## src/rtl/hazard_ctrl.sv

```systemverilog
// Hazard controller for a 5-stage in-order pipeline.
// It keeps small shadow copies of the EX/MEM/WB destination and source fields.
// From those it drives the operand-forwarding selects.
// It also resolves stall, flush and freeze in this priority order:
// memory wait > taken branch > load-use.
module hazard_ctrl (
    input  logic        clk,
    input  logic        rst,
    input  logic        id_valid,
    input  logic [4:0]  id_rs1,
    input  logic [4:0]  id_rs2,
    input  logic [4:0]  id_rd,
    input  logic        id_regwrite,
    input  logic        id_memread,
    input  logic        ex_branch_taken,
    input  logic        dm_req,
    input  logic        dm_ready,
    output logic [1:0]  fwd_a_sel,
    output logic [1:0]  fwd_b_sel,
    output logic        pc_write,
    output logic        ifid_write,
    output logic        ifid_flush,
    output logic        ctrl_zero,
    output logic        pipe_freeze,
    output logic [1:0]  hz_state,
    output logic [15:0] stall_cnt,
    output logic [15:0] flush_cnt
);

    typedef enum logic [1:0] {
        ST_RUN      = 2'b00,
        ST_LU_STALL = 2'b01,
        ST_MEM_WAIT = 2'b10
    } hz_state_t;

    localparam logic [1:0]  FWD_RF    = 2'b00;
    localparam logic [1:0]  FWD_EXMEM = 2'b01;
    localparam logic [1:0]  FWD_MEMWB = 2'b10;
    localparam logic [15:0] CNT_MAX   = 16'hFFFF;

    hz_state_t   r_state;
    hz_state_t   w_state_nxt;

    // Shadow pipeline fields
    logic [4:0]  r_ex_rs1;
    logic [4:0]  r_ex_rs2;
    logic [4:0]  r_ex_rd;
    logic        r_ex_regwrite;
    logic        r_ex_memread;
    logic [4:0]  r_mem_rd;
    logic        r_mem_regwrite;
    logic [4:0]  r_wb_rd;
    logic        r_wb_regwrite;

    logic [15:0] r_stall_cnt;
    logic [15:0] r_flush_cnt;

    logic        w_freeze_c;
    logic        w_load_use;
    logic        w_bubble;
    logic        w_pc_write;
    logic        w_ifid_write;
    logic        w_ifid_flush;
    logic        w_ctrl_zero;
    logic        w_pipe_freeze;

    // The newest producer (EX/MEM) wins over the older one (MEM/WB).
    // x0 is never forwarded because it always reads as zero.
    function automatic logic [1:0] fwd_sel(
        input logic [4:0] rs,
        input logic       mem_we,
        input logic [4:0] mem_rd,
        input logic       wb_we,
        input logic [4:0] wb_rd
    );
        if (mem_we && (mem_rd != 5'd0) && (mem_rd == rs)) begin
            return FWD_EXMEM;
        end else if (wb_we && (wb_rd != 5'd0) && (wb_rd == rs)) begin
            return FWD_MEMWB;
        end else begin
            return FWD_RF;
        end
    endfunction

    // Operand forwarding selects for the instruction currently in EX
    always_comb begin
        fwd_a_sel = fwd_sel(r_ex_rs1, r_mem_regwrite, r_mem_rd, r_wb_regwrite, r_wb_rd);
        fwd_b_sel = fwd_sel(r_ex_rs2, r_mem_regwrite, r_mem_rd, r_wb_regwrite, r_wb_rd);
    end

    // Hazard conditions seen this cycle
    always_comb begin
        w_freeze_c = dm_req & ~dm_ready;
        w_load_use = id_valid & r_ex_memread & (r_ex_rd != 5'd0) &
                     ((r_ex_rd == id_rs1) | (r_ex_rd == id_rs2));
    end

    // Next-state and pipeline controls, prioritised: freeze > branch > load-use
    always_comb begin
        // NOTE: every signal written here gets a default first so no path leaves it unassigned (no latch).
        w_state_nxt   = ST_RUN;
        w_pc_write    = 1'b1;
        w_ifid_write  = 1'b1;
        w_ifid_flush  = 1'b0;
        w_ctrl_zero   = 1'b0;
        w_pipe_freeze = 1'b0;
        if (w_freeze_c) begin
            w_state_nxt   = ST_MEM_WAIT;
            w_pc_write    = 1'b0;
            w_ifid_write  = 1'b0;
            w_pipe_freeze = 1'b1;
        end else if (ex_branch_taken) begin
            w_ifid_flush = 1'b1;
            w_ctrl_zero  = 1'b1;
        end else if (w_load_use) begin
            w_state_nxt  = ST_LU_STALL;
            w_pc_write   = 1'b0;
            w_ifid_write = 1'b0;
            w_ctrl_zero  = 1'b1;
        end
    end

    // Controls are forced inactive while reset is asserted, without waiting for a clock
    always_comb begin
        pc_write    = rst & w_pc_write;
        ifid_write  = rst & w_ifid_write;
        ifid_flush  = rst & w_ifid_flush;
        ctrl_zero   = rst & w_ctrl_zero;
        pipe_freeze = rst & w_pipe_freeze;
        w_bubble    = w_ctrl_zero | ~id_valid | w_ifid_flush;
        hz_state    = r_state;
        stall_cnt   = r_stall_cnt;
        flush_cnt   = r_flush_cnt;
    end

    // Hazard state register
    always_ff @(posedge clk or negedge rst) begin
        // NOTE: sequential state uses non-blocking assignments so all flops update together on the edge.
        if (!rst) begin
            r_state <= ST_RUN;
        end else begin
            r_state <= w_state_nxt;
        end
    end

    // Shadow pipeline: advance unless frozen, with a bubble injected into EX when needed
    always_ff @(posedge clk or negedge rst) begin
        if (!rst) begin
            r_ex_rs1       <= 5'd0;
            r_ex_rs2       <= 5'd0;
            r_ex_rd        <= 5'd0;
            r_ex_regwrite  <= 1'b0;
            r_ex_memread   <= 1'b0;
            r_mem_rd       <= 5'd0;
            r_mem_regwrite <= 1'b0;
            r_wb_rd        <= 5'd0;
            r_wb_regwrite  <= 1'b0;
        end else if (!w_pipe_freeze) begin
            if (w_bubble) begin
                r_ex_rs1      <= 5'd0;
                r_ex_rs2      <= 5'd0;
                r_ex_rd       <= 5'd0;
                r_ex_regwrite <= 1'b0;
                r_ex_memread  <= 1'b0;
            end else begin
                r_ex_rs1      <= id_rs1;
                r_ex_rs2      <= id_rs2;
                r_ex_rd       <= id_rd;
                r_ex_regwrite <= id_regwrite;
                r_ex_memread  <= id_memread;
            end
            r_mem_rd       <= r_ex_rd;
            r_mem_regwrite <= r_ex_regwrite;
            r_wb_rd        <= r_mem_rd;
            r_wb_regwrite  <= r_mem_regwrite;
        end
    end

    // Saturating stall and flush event counters
    always_ff @(posedge clk or negedge rst) begin
        if (!rst) begin
            r_stall_cnt <= 16'd0;
            r_flush_cnt <= 16'd0;
        end else begin
            if (!w_pc_write && (r_stall_cnt != CNT_MAX)) begin
                r_stall_cnt <= r_stall_cnt + 16'd1;
            end
            if (w_ifid_flush && (r_flush_cnt != CNT_MAX)) begin
                r_flush_cnt <= r_flush_cnt + 16'd1;
            end
        end
    end

endmodule

```

## config.mk

```make
export PLATFORM = sky130hd
export DESIGN_NAME = hazard_ctrl
export DESIGN_NICKNAME = d
export VERILOG_FILES = /design/src/rtl/hazard_ctrl.sv
export SDC_FILE = /design/constraint.sdc
export NUM_CORES = 1
export LEC_CHECK = 0
export CAP_MARGIN = 40
export CORE_ASPECT_RATIO = 1.4
export CORE_MARGIN = 5
export CORE_UTILIZATION = 25
export DETAILED_ROUTE_END_ITERATION = 12
export DONT_BUFFER_PORTS = 1
export GPL_TIMING_DRIVEN = 0
export PLACE_DENSITY = 0.47
export SYNTH_ARGS = -nofsm -noshare
export SYNTH_HDL_FRONTEND = slang
export SYNTH_SLANG_ARGS = --single-unit
```

## constraint.sdc

```tcl
create_clock -name clk -period 2.04 [get_ports clk]
set_input_delay 0 -clock clk [delete_from_list [all_inputs] [get_ports clk]]
set_output_delay 0 -clock clk [all_outputs]
set_load 0.005 [all_outputs]
```

==> flow_summary.json, run 1 <==
{
  "outcome": "finished clean",
  "clk_latency_ps": 330,
  "drt-initial-drc-count": 70,
  "synthTopCellsByCount": "63 x dfrtp_1, 56 x nand2_1, 31 x xor2_1",
  "worstMarginPinSlew_ps": 542.7,
  "power_frac_comb_pct": 15.5,
  "cts_buffers": 9,
  "worstPathArrival_ps": 2260,
  "top_layer_used": "met4",
  "cts.sinks": 63,
  "htreeDepth": 3,
  "nets": 360,
  "synth_enable_flop_cells": 0,
  "critPathRequiredTime_ps": 2300,
  "wl_per_cell_um": 18.02,
  "wl_met3_um": 668,
  "grt_pass1_vias": 2425,
  "ioPinCount": 66,
  "seq_area_frac_synth_pct": 51.77,
  "core_area_mm2": 0.01188,
  "avgSynthCellArea_um2": 10.36,
  "synth_ff_type": "dfrtp_1",
  "place_area_mm2": 0.003229,
  "grt-ovfl-total": 0,
  "grt_max_degree": 64,
  "final_area_mm2": 0.003989,
  "worstSetupStartpoint": "r_ex_rd[2]",
  "antenna_found_initial": 0,
  "start_util_pct": 25.64,
  "leakage_nw": 1.807,
  "start_kind": "flop",
  "wl_met1_um": 3473,
  "clock_path_buffers": 2,
  "final-setup-viol-count": 0,
  "firstDrtPassIters": 4,
  "fmax_ghz": 0.5019,
  "drive_gt1_share_pct": 16.27,
  "setup-tns-final_ps": 0,
  "hp-class": "in2reg",
  "place_hpwl_um": 6088,
  "skew_ps": 3.202,
  "rsz0062_at_grt": "yes",
  "yosysMostFrequentCell": "dfrtp_1",
  "power.switching_mw": 1.084,
  "period_needed_ps": 1992,
  "r2r_start": "r_ex_rd[2]",
  "yosysUniqueCellTypes": 32,
  "antenna_cells": 0,
  "worstSetupPathType": "reg2reg",
  "power_frac_seq_pct": 46.8,
  "synth.area.top_cells": "dfrtp_1 52%, xor2_1 8.9%, xnor2_1 8.1%",
  "drcViolationCount": 0,
  "worstPathCellList": "or4_4 > o211ai_4 > nand2b_4 > and4_1 > buf_6 > clkbuf_16 > a22o_1",
  "syn_area_mm2": 0.003045,
  "power.clock.fraction_pct": 37.7,
  "via_per_inst": 4.765,
  "path_max_fanout": 5,
  "vias": 2311,
  "ys_warn_count": 0,
  "syn_inst": 294,
  "async_flop_share_pct": 100.0,
  "synth_largest_area_cell": "dfrtp_1",
  "hold_viol": 0,
  "grtUsageTotal_pct": 12.35,
  "grt_pass1_wl_um": 13500,
  "worstHoldStart": "ex_branch_taken",
  "dieArea_mm2": 0.01452,
  "min_period_over_period_pct": 97.67,
  "area_growth_pct": 30.98,
  "relSlewSlack_pct": 63.82,
  "clk_pin_slew_ps": 50,
  "crit_slowest_cell": "or4_4",
  "powerDensity_mw_per_mm2": 922.4,
  "numPortBuffers": 0,
  "slowest_delay_ps": 540,
  "maxCapViolations": 0,
  "swShare_pct": 29.45,
  "place_congestion": 0.8331,
  "routed_wl_um": 8738,
  "die_width_um": 103.3,
  "synth.top_cell.area_share_pct": 51.77,
  "final_util_pct": 33.58,
  "cp-end-kind": "flop",
  "ys_ff_latch": 63,
  "slew_viol_final": 0,
  "final_antenna_net_count": 0,
  "dr_wl_met2_um": 4417,
  "cts_tree": "built",
  "die_h_um": 140.6,
  "peakVddDrop_uv": 358.5,
  "nFillCells": 1205,
  "root_buffer": "clkbuf_16",
  "syn-num-nets": 319,
  "p_int_mw": 2.596,
  "row_count": 47,
  "total_power_mw": 3.679
}
-- power by group through the flow --
stage               sequential (mW)  clock [mW]  combinational, mW
floorplan                      1.64           0              0.341
global placement               1.72           0              0.413
detailed placement             1.72           0              0.425
CTS                            1.71        1.43              0.533
global route                   1.76        1.48              0.643
finish                         1.72        1.39              0.570
-- cell usage in the layout, fill, tap and decap left out, types with 9 or more instances in the layout --
| master | instances |
|---|---|
| nor2_1 | 11 |
| nor3_1 | 9 |
| dlygate4sd3_1 | 19 |
| dfrtp_1 | 57 |
| xnor2_1 | 28 |
| nand2_1 | 55 |
| clkbuf_16 | 10 |
| xor2_1 | 31 |
| a22o_1 | 17 |
| nand3_1 | 14 |
-- cells by family (layout without fill, tap and decap cells) --
| family | Yosys count | in the layout | synth area share [%] |
|---|---|---|---|
| fa+ha+maj | 2 | 2 | 0.8216 |
| buf+inv | 16 | 60 | 2.712 |
| xor+xnor | 59 | 59 | 16.97 |
| compound gates | 28 | 28 | 7.806 |
| mux | 1 | 1 | 0.3697 |
| simple gates | 125 | 125 | 19.56 |
| flops | 63 | 63 | 51.77 |
-- critical path: cells and delay by family, from the launching register on --
kind            cells  cell delay [ps]
compound gates      2              320
buf+inv             2              270
flops               1              430
simple gates        3              920
-- metrics by stage --
| step | hold slack [ps] | worst slack (ps) | instances |
|---|---|---|---|
| after floorplan | -295.6 | 42.49 | 294 |
| after global placement | -293.7 | -384.4 | 441 |
| after detailed placement | -293.7 | -372.8 | 441 |
| after CTS | 41.25 | -30.07 | 482 |
| after global routing | 93.08 | -33.07 | 485 |
| final | 59.85 | 47.58 | 485 |
-- registers in the layout, summed over array words and instances, names as in the netlist --
| register | flops |
|---|---|
| r_mem_rd | 5 |
| flush_cnt | 16 |
| r_ex_rd | 5 |
| r_ex_regwrite | 1 |
| r_ex_memread | 1 |
| r_wb_rd | 5 |
| hz_state | 2 |
| r_mem_regwrite | 1 |
| r_wb_regwrite | 1 |
| r_ex_rs2 | 5 |
| r_ex_rs1 | 5 |
| stall_cnt | 16 |
-- layer usage --
| layer | up-vias | track usage (%) |
|---|---|---|
| met4 | 0 | 4.980 |
| met5 | - | 0 |
| met1 | 1124 | 14.31 |
| met2 | 75 | 20.53 |
| li1 | 1097 | - |
| met3 | 15 | 4.301 |
-- worst paths after layout --
path / to / slack (ps) / cells after the start
worst max-delay path: r_ex_rs2[4] / 50 / 7
worst min-delay path: flush_cnt[7] / 60 / 3
worst max register to register: r_ex_rs2[4] / 50 / 7
worst min register to register: r_mem_regwrite / 470 / 2
max in group asynchronous: stall_cnt[1] / 1510 / 2
min in group asynchronous: r_ex_rd[1] / 240 / 2
-- repair_timing --
action / 4_1_cts / 5_1_grt
hold buffers: 20 / 0
pin swaps: 8 / 8
hold endpoints to repair: 82 / 0
gates resized for setup: 17 / 18
setup buffers: 7 / 2
cloned: 0 / 1
endpoints found under the setup margin: 33 / 30
-- layout make-up --
type / instances / area (µm²) / area share, %
Buffer: 9 / 67.56 / 1.694
Sequential cell: 63 / 1584 / 39.71
Inverter: 7 / 26.28 / 0.6587
Tap cell: 147 / 183.9 / 4.611
Timing Repair Buffer: 30 / 335.3 / 8.407
Clock inverter: 1 / 5.005 / 0.1255
Multi-Input combinational cell: 215 / 1526 / 38.27
Clock buffer: 13 / 260.3 / 6.524
Power figures use the tool's default switching activity.
==> inputs of run 2 (changes only) <==
Settings changed: ABC_AREA from default to 1.
==> run 2 against run 1 <==
Against the previous run:
- sequential cell count did not move
- first-iteration DRC count grew 70%
- power down 2.2%
- count of clock-buffer cells in the layout increased by 1
- sequential share of layout area down 3.3 points
- clock power is 7% higher
- register-to-register slack improved by 80 ps
- final area grew 8.6%
- die area up 15%
- critical path depth is the same
- critical endpoint is now stall_cnt[3]
- largest power group unchanged
- highest routed layer unchanged
==> flow_summary.json, run 2 <==
{
  "outcome": "finished clean",
  "hold_depth": 3,
  "fmax_ghz": 0.5218,
  "root_buffer": "clkbuf_16",
  "place_inst": 643,
  "antenna_cells": 0,
  "area_growth_pct": 21.94,
  "ioPinCount": 66,
  "drcViolationCount": 0,
  "synthTopCellsByCount": "136 x nand2_1, 63 x dfrtp_1, 54 x nor2_1",
  "die_width_um": 110.7,
  "start_kind": "flop",
  "hold_viol": 0,
  "antenna_found_initial": 1,
  "rsz0062_at_grt": "no",
  "yosysMostFrequentCell": "nand2_1",
  "final_antenna_net_count": 0,
  "row_count": 51,
  "worstSetupPathType": "reg2reg",
  "dp_slack_ps": 146.5,
  "min_period_over_period_pct": 93.95,
  "syn_inst": 458,
  "routed_wl_um": 10160,
  "drive_gt1_share_pct": 9.293,
  "period_needed_ps": 1917,
  "numPortBuffers": 0,
  "final-setup-viol-count": 0,
  "nets": 517,
  "swShare_pct": 29.06,
  "final_cell_mix": "135 x nand2_1, 61 x dfrtp_1, 52 x nor2_1",
  "wl_per_cell_um": 14.93,
  "synth_enable_flop_cells": 0,
  "cts.sinks": 63,
  "cts_tree": "built",
  "worstMarginPinSlew_ps": 619.8,
  "maxCapViolations": 0,
  "hp-class": "in2reg",
  "multiInputGateArea_mm2": 0.001739,
  "ys_ff_latch": 63,
  "start_util_pct": 25.54,
  "dieArea_mm2": 0.01673,
  "slew_viol_final": 0,
  "leakage_nw": 2.122,
  "clk_latency_ps": 340,
  "power.clock.fraction_pct": 41.5,
  "drt-initial-drc-count": 119,
  "via_per_inst": 4.501,
  "register_area_mm2": 0.001579,
  "synth.top_cell.area_share_pct": 44.38,
  "powerDensity_mw_per_mm2": 831.1,
  "hold_slack_ps": 105.5,
  "peakVddDrop_uv": 402.3,
  "grt_pass1_vias": 3066,
  "cts_buffers": 9,
  "firstDrtPassIters": 4,
  "nFillCells": 1527,
  "fin_ws_ps": 123.4,
  "power.switching_mw": 1.046,
  "ys_warn_count": 0,
  "syn-num-nets": 483,
  "place_hpwl_um": 7483,
  "synth_largest_area_cell": "dfrtp_1",
  "async_flop_share_pct": 100.0,
  "setup-tns-final_ps": 0,
  "grt-ovfl-total": 0,
  "grtUsageTotal_pct": 12.54,
  "cp-end-kind": "flop",
  "core_area_mm2": 0.01391,
  "syn_area_mm2": 0.003552,
  "skew_ps": 4.227,
  "die_h_um": 151.0,
  "seq_area_frac_synth_pct": 44.38,
  "grt_pass1_wl_um": 16300,
  "vias": 3061,
  "grt_max_degree": 64,
  "p_int_mw": 2.554,
  "place_congestion": 0.8055,
  "clk_pin_slew_ps": 50,
  "yosysUniqueCellTypes": 29,
  "synth_ff_type": "dfrtp_1",
  "power_frac_seq_pct": 44.6,
  "total_power_mw": 3.600,
  "worstPathArrival_ps": 2140,
  "final_common_cell": "nand2_1",
  "reg2reg_depth": 7,
  "path_max_fanout": 10,
  "relSlewSlack_pct": 58.30,
  "critPathRequiredTime_ps": 2270,
  "power_frac_comb_pct": 14.0,
  "final_cells": 680,
  "avgSynthCellArea_um2": 7.756,
  "synth.area.top_cells": "dfrtp_1 44%, nand2_1 14%, xor2_1 6.4%",
  "htreeDepth": 3,
  "clock_path_buffers": 2
}
==> run 2: cell count changes after synthesis, moves of 8 or more <==
cell and change:
nand3_1 +21, inv_1 +31, inv_2 +9, nor4_1 -8, nor2_1 +40, nand4_1 +15
nand2_1 +80, a22o_1 -17, o21ai_0 +9
==> run 2: worst max-delay path: stages (launching register included) <==
cell     delay, ps
dfrtp_1        460
ha_1           270
nand3_2        130
nor3_4         320
nand4_4        210
buf_2          250
nand3_1        110
nand2_1         60
==> run 2: metrics by stage <==
| stage | area, µm² | util, % |
|---|---|---|
| finish | 4332 | 31.14 |
| global route | 4332 | 31.14 |
| CTS | 4297 | 30.89 |
| detailed placement | 3784 | 27.20 |
| global placement | 3784 | 27.20 |
| floorplan | 3552 | - |
==> run 2: kinds of logic after synthesis <==
logic type,after synthesis,synth area share [%]
flops,63,44.38
compound gates,13,1.937
xor+xnor,50,12.33
fa+ha+maj,2,0.7044
buf+inv,62,7.079
simple gates,268,33.57
==> run 2: final cells by class <==
class                   instances  share of cell area [%]
multi-input cells             333                   40.15
flip-flops and latches         63                   36.45
clock buffers                  14                   6.557
repair buffers                 23                   5.546
well taps                     185                   5.344
inverters                      48                   4.159
plain buffers                  14                   1.791
==> run 2: power groups by stage <==
stage          registers (mW)  logic (mW)  clock network, mW
6_report                 1.60       0.504               1.49
3_3_place_gp             1.63       0.435                  0
2_1_floorplan            1.57       0.360                  0
4_1_cts                  1.61       0.509               1.53
5_1_grt                  1.63       0.570               1.58
3_5_place_dp             1.63       0.439                  0
==> run 2: final timing paths <==
kind | end | slack [ps] | from
setup / recovery | stall_cnt[3] | 120 | stall_cnt[0]
hold / removal | r_ex_rd[2] | 110 | id_valid
setup reg to reg | stall_cnt[3] | 120 | stall_cnt[0]
hold reg to reg | r_mem_regwrite | 480 | r_ex_regwrite
max in group asynchronous | r_ex_rd[2] | 1540 | rst
min in group asynchronous | hz_state[0] | 210 | rst
==> run 2: metal layers <==
| metal | routed length [µm] | track usage, % |
|---|---|---|
| met1 | 4300 | 14.54 |
| met2 | 5017 | 21.20 |
| met3 | 597 | 4.277 |
| met4 | 240 | 5.299 |
| met5 | 0 | 0 |
==> run 2: timing repair <==
action,CTS,global route
setup buffers,1,2
hold endpoints to repair,81,0
hold buffers,20,0
resized for setup,2,7
pin swaps,1,1
setup endpoints to repair,2,3
